File: config.mk
export PLATFORM = sky130hd
export DESIGN_NAME = prbs_seq_ctrl_flat
export DESIGN_NICKNAME = d
export VERILOG_FILES = /design/src/rtl/prbs_seq_ctrl_if.sv /design/src/rtl/prbs_seq_ctrl.sv /design/src/flat_wrapper.sv
export SDC_FILE = /design/constraint.sdc
export NUM_CORES = 1
export LEC_CHECK = 0
export BUFFER_PORTS_ARGS = -buffer_cell sky130_fd_sc_hd__buf_2
export CORE_MARGIN = 8
export CORE_UTILIZATION = 30
export DETAILED_ROUTE_END_ITERATION = 10
export PLACE_DENSITY_LB_ADDON = 0.25
export SKIP_CTS_REPAIR_TIMING = 1
export SYNTH_ARGS = -nofsm -noshare
export SYNTH_HDL_FRONTEND = slang
export SYNTH_SLANG_ARGS = --single-unit
export TNS_END_PERCENT = 50
File: constraint.sdc
create_clock -name CLK -period 2.9 [get_ports CLK]
set_clock_uncertainty 0.05 [all_clocks]
set_input_delay 0.145 -clock CLK [delete_from_list [all_inputs] [get_ports CLK]]
set_output_delay 0.145 -clock CLK [all_outputs]
set_load 0.005 [all_outputs]
File: src/rtl/prbs_seq_ctrl_if.sv
// Handshake/status bundle between the PRBS sequencer and its test harness.
// slave is the sequencer side; master drives START and the received word stream.
interface prbs_seq_ctrl_if #(
  parameter int unsigned WIDTH = 16
);
  logic             START;
  logic [WIDTH-1:0] I_DATA;
  logic             I_VALID;
  logic             O_GEN_RST;
  logic             O_GEN_CE;
  logic             O_BUSY;
  logic             O_LOCKED;
  logic             O_DONE;
  logic             O_PASS;
  logic [15:0]      O_ERR_COUNT;
  logic [31:0]      O_WORD_COUNT;

  modport master (
    output START, I_DATA, I_VALID,
    input  O_GEN_RST, O_GEN_CE, O_BUSY, O_LOCKED, O_DONE, O_PASS,
           O_ERR_COUNT, O_WORD_COUNT
  );

  modport slave (
    input  START, I_DATA, I_VALID,
    output O_GEN_RST, O_GEN_CE, O_BUSY, O_LOCKED, O_DONE, O_PASS,
           O_ERR_COUNT, O_WORD_COUNT
  );
endinterface

File: src/rtl/prbs_seq_ctrl.sv
// PRBS loopback sequencer: resets/enables the generator LFSR, self-synchronises
// on the returned word stream, then checks a fixed-length run against a free-running reference.
module prbs_seq_ctrl #(
  parameter int unsigned      WIDTH       = 16,
  parameter logic [WIDTH-1:0] POLY        = WIDTH'(16'hD008),
  parameter int unsigned      LOCK_COUNT  = 8,
  parameter int unsigned      RUN_LEN     = 1024,
  parameter int unsigned      ACQ_TIMEOUT = 4096
) (
  input  logic           CLK,
  input  logic           RST,
  prbs_seq_ctrl_if.slave bus
);

  localparam int unsigned MW = $clog2(LOCK_COUNT + 1);
  localparam int unsigned TW = $clog2(ACQ_TIMEOUT + 1);

  typedef enum logic [2:0] {
    S_IDLE,
    S_RESET_GEN,
    S_ACQUIRE,
    S_CHECK,
    S_DONE
  } state_e;

  function automatic logic [WIDTH-1:0] lfsr_next(input logic [WIDTH-1:0] x);
    return {x[WIDTH-2:0], ^(x & POLY)};
  endfunction

  state_e           state_q, state_d;
  logic [MW-1:0]    match_q, match_d;
  logic [TW-1:0]    tmo_q, tmo_d;
  logic             have_prev_q, have_prev_d;
  logic [WIDTH-1:0] prev_q, prev_d;
  logic [WIDTH-1:0] ref_q, ref_d;
  logic             locked_q, locked_d;
  logic [15:0]      err_q, err_d;
  logic [31:0]      word_q, word_d;
  logic             gen_rst_q, gen_rst_d;
  logic             gen_ce_q, gen_ce_d;
  logic             busy_q, busy_d;
  logic             done_q, done_d;
  logic             pass_q, pass_d;

  logic             match;
  logic [MW-1:0]    match_inc;

  always_comb begin
    state_d     = state_q;
    match_d     = match_q;
    tmo_d       = tmo_q;
    have_prev_d = have_prev_q;
    prev_d      = prev_q;
    ref_d       = ref_q;
    locked_d    = locked_q;
    err_d       = err_q;
    word_d      = word_q;

    match     = have_prev_q && (bus.I_DATA == lfsr_next(prev_q)) && (bus.I_DATA != '0);
    match_inc = match_q + MW'(1);

    unique case (state_q)
      S_IDLE: begin
        if (bus.START) state_d = S_RESET_GEN;
      end
      S_RESET_GEN: begin
        state_d = S_ACQUIRE;
      end
      S_ACQUIRE: begin
        tmo_d = tmo_q + TW'(1);
        if (bus.I_VALID) begin
          prev_d      = bus.I_DATA;
          have_prev_d = 1'b1;
          match_d     = match ? match_inc : '0;
        end
        if (bus.I_VALID && match && (match_inc == MW'(LOCK_COUNT))) begin
          locked_d = 1'b1;
          ref_d    = lfsr_next(bus.I_DATA);
          state_d  = S_CHECK;
        end else if (tmo_d == TW'(ACQ_TIMEOUT)) begin
          state_d = S_DONE;
        end
      end
      S_CHECK: begin
        if (bus.I_VALID) begin
          if ((bus.I_DATA != ref_q) && (err_q != '1)) err_d = err_q + 16'd1;
          ref_d  = lfsr_next(ref_q);
          word_d = word_q + 32'd1;
          if (word_d == 32'(RUN_LEN)) state_d = S_DONE;
        end
      end
      S_DONE: begin
        if (bus.START) state_d = S_RESET_GEN;
      end
      default: state_d = S_IDLE;
    endcase

    // Run state is cleared on entry to RESET_GEN so the registered status
    // outputs already read zero during the generator-reset cycle.
    if (RST || ((state_d == S_RESET_GEN) && (state_q != S_RESET_GEN))) begin
      match_d     = '0;
      tmo_d       = '0;
      have_prev_d = 1'b0;
      locked_d    = 1'b0;
      err_d       = '0;
      word_d      = '0;
    end
    if (RST) begin
      state_d = S_IDLE;
      prev_d  = '0;
      ref_d   = '0;
    end

    gen_rst_d = (state_d == S_RESET_GEN);
    gen_ce_d  = (state_d == S_ACQUIRE) || (state_d == S_CHECK);
    busy_d    = (state_d == S_RESET_GEN) || gen_ce_d;
    done_d    = (state_d == S_DONE);
    pass_d    = done_d && locked_d && (err_d == '0);
  end

  always_ff @(posedge CLK) begin
    state_q     <= state_d;
    match_q     <= match_d;
    tmo_q       <= tmo_d;
    have_prev_q <= have_prev_d;
    prev_q      <= prev_d;
    ref_q       <= ref_d;
    locked_q    <= locked_d;
    err_q       <= err_d;
    word_q      <= word_d;
    gen_rst_q   <= gen_rst_d;
    gen_ce_q    <= gen_ce_d;
    busy_q      <= busy_d;
    done_q      <= done_d;
    pass_q      <= pass_d;
  end

  assign bus.O_GEN_RST    = gen_rst_q;
  assign bus.O_GEN_CE     = gen_ce_q;
  assign bus.O_BUSY       = busy_q;
  assign bus.O_LOCKED     = locked_q;
  assign bus.O_DONE       = done_q;
  assign bus.O_PASS       = pass_q;
  assign bus.O_ERR_COUNT  = err_q;
  assign bus.O_WORD_COUNT = word_q;

endmodule

File: src/flat_wrapper.sv
// flat-port wrapper written by rule: the top's interface ports become plain ports
module prbs_seq_ctrl_flat 
#(
  parameter int unsigned      WIDTH       = 16,
  parameter logic [WIDTH-1:0] POLY        = WIDTH'(16'hD008),
  parameter int unsigned      LOCK_COUNT  = 8,
  parameter int unsigned      RUN_LEN     = 1024,
  parameter int unsigned      ACQ_TIMEOUT = 4096
)
  (CLK, RST, bus_START, bus_I_DATA, bus_I_VALID, bus_O_GEN_RST, bus_O_GEN_CE, bus_O_BUSY, bus_O_LOCKED, bus_O_DONE, bus_O_PASS, bus_O_ERR_COUNT, bus_O_WORD_COUNT);
  prbs_seq_ctrl_if #(.WIDTH(WIDTH)) bus_i ();
  input  logic CLK;
  input  logic RST;
  input wire logic [$bits(bus_i.START)-1:0] bus_START;
  input wire logic [$bits(bus_i.I_DATA)-1:0] bus_I_DATA;
  input wire logic [$bits(bus_i.I_VALID)-1:0] bus_I_VALID;
  output wire logic [$bits(bus_i.O_GEN_RST)-1:0] bus_O_GEN_RST;
  output wire logic [$bits(bus_i.O_GEN_CE)-1:0] bus_O_GEN_CE;
  output wire logic [$bits(bus_i.O_BUSY)-1:0] bus_O_BUSY;
  output wire logic [$bits(bus_i.O_LOCKED)-1:0] bus_O_LOCKED;
  output wire logic [$bits(bus_i.O_DONE)-1:0] bus_O_DONE;
  output wire logic [$bits(bus_i.O_PASS)-1:0] bus_O_PASS;
  output wire logic [$bits(bus_i.O_ERR_COUNT)-1:0] bus_O_ERR_COUNT;
  output wire logic [$bits(bus_i.O_WORD_COUNT)-1:0] bus_O_WORD_COUNT;
  assign bus_i.START = bus_START;
  assign bus_i.I_DATA = bus_I_DATA;
  assign bus_i.I_VALID = bus_I_VALID;
  assign bus_O_GEN_RST = bus_i.O_GEN_RST;
  assign bus_O_GEN_CE = bus_i.O_GEN_CE;
  assign bus_O_BUSY = bus_i.O_BUSY;
  assign bus_O_LOCKED = bus_i.O_LOCKED;
  assign bus_O_DONE = bus_i.O_DONE;
  assign bus_O_PASS = bus_i.O_PASS;
  assign bus_O_ERR_COUNT = bus_i.O_ERR_COUNT;
  assign bus_O_WORD_COUNT = bus_i.O_WORD_COUNT;
  prbs_seq_ctrl #(.WIDTH(WIDTH), .POLY(POLY), .LOCK_COUNT(LOCK_COUNT), .RUN_LEN(RUN_LEN), .ACQ_TIMEOUT(ACQ_TIMEOUT)) u_core (.CLK(CLK), .RST(RST), .bus(bus_i));
endmodule
Word level (Yosys, flattened, before mapping)
Cells that the tools add are included.

Word-level logic and storage cells: 76. Bits in registers: 107. Output and inout bits: 54. Input bits: 20.

Reductions and logical operators: 22. Equal/unequal tests: 18. Add/sub/neg operators: 4. Muxes and demuxes: 18.

Operators with widths (number): $mux W16 (6); $reduce_xor A16 Y1 (3); $add A32 B1 Y32 const B (1); $eq A32 B11 Y1 const B (1); $pmux W16 S2 (1); $mux W3 (6); $add A16 B1 Y16 const B (1); $eq A16 B16 Y1 (1); $logic_not A16 Y1 (1); $ne A16 B16 Y1 (1); $ne A16 B16 Y1 const B (1); $reduce_bool A16 Y1 (1); $add A13 B1 Y13 const B (1); $eq A13 B13 Y1 const B (1); $eq A3 B2 Y1 const B (4); $pmux W3 S4 (1); $eq A3 B1 Y1 const B (3); $logic_and A1 B1 Y1 (8); $eq A3 B3 Y1 const B (2); $add A4 B1 Y4 const B (1); $eq A4 B4 Y1 const B (1); $mux W4 (1); $reduce_and A2 Y1 (2); $logic_not A3 Y1 (1); other kinds (8) (12).

Depth between registers and ports, before layout
Depth in word-level cells: 14. Depth in mapped cells: 11. Depth with buffers taken out: 10.

Worst setup path after synthesis
Ideal clock, no wire load.

Path kind: reg2reg. Start: register u_core.word_q[7], in the netlist u_core.bus.O_WORD_COUNT[7]. End: register u_core.busy_q, in the netlist u_core.bus.O_BUSY. Path buffers: 2. Arrival: 2.773 ns. Data required time: 2.722 ns. Cell stages (with the launch flop): 11. Clock period less this slack: 2.950 ns. Setup time: 0.128 ns. Setup slack: -0.050 ns. Cells stage by stage: dfxtp_1 buf_2 and4_1 buf_6 nand4_4 or4_4 a2111oi_4 nand4b_2 or4_4 o21ai_2 o21ai_1.

Word-level cells in the longest chain between the ends: 9. Elaborated cells on any way between the ends: 11. Those cells by class: add/sub: 1; eq/ne: 4; mux: 4; reduce/logical: 2.

RTL lines: from (decl) (RTL line prbs_seq_ctrl.sv:38) `logic [31:0] word_q, word_d;`; from (signal assigned) (RTL line prbs_seq_ctrl.sv:130) `word_q <= word_d;`; $add A32 B1 Y32 (*) (RTL line prbs_seq_ctrl.sv:88) `word_d = word_q + 32'd1;`; $eq A32 B11 Y1 (*) (RTL line prbs_seq_ctrl.sv:89) `if (word_d == 32'(RUN_LEN)) state_d = S_DONE;`; $mux W3 (*) (RTL line prbs_seq_ctrl.sv:89); $mux W3 (*) (RTL line prbs_seq_ctrl.sv:85) `if (bus.I_VALID) begin`; $pmux W3 S4 (*) (RTL line prbs_seq_ctrl.sv:62) `unique case (state_q)`; $mux W3 (*) (RTL line prbs_seq_ctrl.sv:108) `if (RST) begin`; $eq A3 B2 Y1 (RTL line prbs_seq_ctrl.sv:115) `gen_ce_d = (state_d == S_ACQUIRE) || (state_d == S_CHECK);`; $logic_or A1 B1 Y1 (RTL line prbs_seq_ctrl.sv:115); $logic_or A1 B1 Y1 (*) (RTL line prbs_seq_ctrl.sv:116) `busy_d = (state_d == S_RESET_GEN) || gen_ce_d;`; net u_core.busy_d (RTL line prbs_seq_ctrl.sv:41) `logic busy_q, busy_d;`; to (signal assigned) (RTL line prbs_seq_ctrl.sv:133) `busy_q <= busy_d;`; to (decl) (RTL line prbs_seq_ctrl.sv:41).

Mark *: on every way through the listed nets, which the timed path passes. The rest lies on a longest branch. A chain may end at the register's enable or synchronous reset.

Final worst setup path
Start: register u_core.word_q[28], in the netlist u_core.bus.O_WORD_COUNT[28]. End: register u_core.busy_q, in the netlist u_core.bus.O_BUSY.

Same word-level chain as after synthesis.

==> implementation parameters <==
Parameter                              Value

Outcome
  Run status    complete, no violations

Global route
  Met1 track demand over resource in global routing    17.97%
  GR Layer Usage met2    23.39%
  Maximum number of pins on one net before global-route repair    61
  Overall track demand over capacity in global routing    14.04%
  GR met3 Demand/Resource    2.921%
  Initial antenna violation count    1
  Vias in the first global route    5,323
  Global-route wire length before repair    27.79 mm
  Grt peak-use layer    met2
  Remaining global-route overflow    0

Synthesis
  Distinct cell type count of the synthesized netlist    55
  Sequential-to-total area share from yosys stat    35.61%
  Synthesized area per cell    ~8.1 sq um
  Largest cells by area after synthesis    dfxtp_1 (36%), xnor2_1 (8.0%), xor2_1 (8.0%), nor2_1 (6.8%), nand2_1 (5.1%)
  Post-synthesis instance area    6016 sq um
  Cell type contributing the most total cell area after synthesis    dfxtp_1
  Total of warnings raised by yosys    0
  Cells after Synth    743
  EDFF count, synth    0
  Number of register bits inferred by synthesis    107
  Post-synth net total    769
  Share of flip-flops with an asynchronous set or reset after synthesis    0%
  Area share of the leading cell type in the synthesized netlist    35.61%
  Top_reg_cell synth    dfxtp_1

Critical path
  Highest net fanout along the worst path    3
  Kind of cell with the highest combined delay on the critical path    simple AND/OR/NAND/NOR gates
  Sum of buffers and inverters on the critical path    0
  Kind of end point of the critical path    flip-flop
  Library cell contributing the largest single delay on the critical path    or4_4
  Peak per-stage delay on the critical path    0.56 ns
  Most common cell on crit path    or4_4
  Arrival time at the worst endpoint    2.96 ns
  Required time at the endpoint of the critical path    just over 3 ns
  Cells along the critical path    nand3_2 > or4_4 > or4_4 > a22oi_2 > nand4b_2 > or4_4 > o21ai_4 > o21ai_1
  Critical Path Source Type    flip-flop
  Type of the worst setup path    reg2reg

Final layout
  Most frequent cells in the layout    nor2_1 (109), dfxtp_1 (106), buf_4 (86)
  Layout Cells excl Fill    roughly 1,100
  Most common cell after layout, fill and taps aside    nor2_1
  Layout fillers    approximately 2,100
  Area used by multi-input combinational logic    3729 sq um
  Ratio of cells with drive above 1 in the final layout    about a quarter
  Net count, final    894
  Synth-to-layout area growth    25.42%
  Sequential cell area    2143 sq um
  Finished Cell Area    7545 sq um

STA
  Max-slew violation count    0
  Worst-case headroom to the max-slew limit    45.76%
  Setup_tns    0 ns
  Post-route fraction of the period consumed by the critical path    96.41%
  Min Clock Period, post-route    2.796 ns
  Final setup violating endpoints    0
  Peak clock frequency supported by timing    357.7 MHz
  Final hold viol count    0
  Actual slew at the worst max-slew pin    0.8135 ns

Pwr
  Switching part of the total power    24.73%
  Comb power frac    6.9%
  Total power per unit cell area    approximately 380 nW/um^2
  Switch Pwr    0.7111 mW
  Internal cell power    2.164 mW
  Leakage power    3.013 nW
  Part of the power in registers    a little over half
  Worst ir drop on vdd    290.9 uV
  Clock power frac    41.1%

Clock network
  CTS tree    built
  CTS Buffer Depth    2
  Clock sinks    approximately 110
  Clock latency on the worst-skew pair    0.36 ns
  Cts bufs inserted    9
  H-tree depth reported by CTS    3
  Root Buffer Master    clkbuf_16
  Clock-pin slew on the worst setup and hold paths    0.07 ns

Floorplanning
  Initial core utilization    30.12%
  Floorplan core area    19,970 sq um
  IO Pins    74
  Y dimension of the die    157.6 microns
  Horiz. Die Dim    157.6 microns
  Area of the die    24,840 sq um
  Num rows    52

Place
  Final estimated routing congestion in global placement    ~0.8
  Placed Instances    ~1,100
  Area post-placement    7169 sq um
  Estimated wirelength of the detail-placed design    12.74 mm
  Number of port buffers    73

Drt
  Vias after detailed routing    between 5,000 and 6,000
  Number of iterations in the first detailed-routing pass    4
  Average wire length per cell after detail routing    about 15 microns
  Residual antenna-violating net count after detailed routing    0
  DRC    0
  Detailed Route WL    between 15 and 20 mm
  Starting DRC count in detailed routing    195
  Routed via count divided by cell count    slightly below 5

Min path
  Worst hold-check path type    in2reg

Run
  Count of max-cap constraint violations    0
[metrics by stage]
stage | hold slack (ns) | worst slack [ns] | util (%) | total power, mW
2_1_floorplan | 0.2310 | 0.007128 | - | 1.647
3_3_place_gp | 0.3961 | 0.04461 | 35.89 | 1.730
3_5_place_dp | 0.3952 | 0.005097 | 35.89 | 1.730
4_1_cts | 0.01296 | -0.009861 | 37.25 | 2.922
5_1_grt | 0.03714 | -0.01576 | 37.76 | 2.993
6_report | 0.03520 | 0.1042 | 37.77 | 2.875
[path summary, 6_finish.rpt]
check / from / end / slack, ns / depth (start not counted)
max: u_core.bus.O_WORD_COUNT[28]$_SDFFE_PN0P_ / u_core.bus.O_BUSY$_DFF_P_ / 0.10 / 8
min: bus_I_DATA[15] / u_core.prev_q[15]$_SDFFE_PP0P_ / 0.04 / 3
max reg2reg: u_core.bus.O_WORD_COUNT[28]$_SDFFE_PN0P_ / u_core.bus.O_BUSY$_DFF_P_ / 0.10 / 8
min reg2reg: u_core.prev_q[15]$_SDFFE_PP0P_ / u_core.prev_q[15]$_SDFFE_PP0P_ / 0.42 / 2
[cell usage after synthesis, drive strengths merged, types with 3 or more instances]
cell type	n
a2111oi	3
a211oi	19
a21oi	30
a31oi	3
and2	7
and3	13
and4	12
buf	21
clkbuf	25
dfxtp	107
ha	6
inv	8
mux2i	23
nand2	81
nand2b	4
nand3	30
nand4	30
nand4b	3
nor2	109
nor2b	3
nor3	19
nor4	13
o211ai	5
o21ai	14
o21bai	3
o31a	3
or2	3
or3	11
or4	4
xnor2	55
xor2	55
[routing by layer]
metal  vias up  part of all wire, %
met1      2590                   49
met4         2                  1.4
met2        81                   46
li1       2842                    -
met5         -                0.076
met3        14                  3.6
[power groups by stage]
stage	sequential [mW]	clock, mW	combinational (mW)
floorplan	1.53	0	0.119
global placement	1.53	0	0.199
detailed placement	1.53	0	0.198
CTS	1.50	1.23	0.199
global route	1.50	1.27	0.220
finish	1.50	1.18	0.198
[cell type report]
class,instances,share of cell area (%)
multi-input combinational,582,49.42
tap,270,4.478
inverter,8,0.3980
antenna,1,0.03317
clock inverter,3,0.2819
timing repair buffer,160,13.67
sequential,107,28.41
clock buffer,13,3.317
[cell families (layout without fill, tap and decap cells)]
family | after synthesis | in the layout | synth area share (%)
AO/OA/AOI/OAI | 94 | 94 | 10.59
XOR/XNOR | 110 | 110 | 16.01
adder cells (fa/ha/maj) | 6 | 6 | 1.248
buffers and inverters | 54 | 184 | 3.827
flip-flops | 107 | 107 | 35.61
multiplexers | 24 | 24 | 4.014
other | 0 | 1 | 0
AND/OR/NAND/NOR | 348 | 348 | 28.70
[worst min-delay path, stage by stage]
cell and delay (ns):
buf_2 0.13, nand2_1 0.06, a21oi_1 0.05
[sequential cells by signal, summed over array words and instances (netlist names)]
name and count:
u_core.bus.O_WORD_COUNT 32, u_core.bus.O_ERR_COUNT 16, u_core.prev_q 16, u_core.ref_q 16, u_core.tmo_q 13, u_core.match_q 4
u_core.state_q 3, u_core.bus.O_BUSY 1, u_core.bus.O_DONE 1, u_core.bus.O_GEN_CE 1, u_core.bus.O_GEN_RST 1, u_core.bus.O_LOCKED 1
u_core.bus.O_PASS 1, u_core.have_prev_q 1
Note: power is estimated with default switching activity, not from simulation.
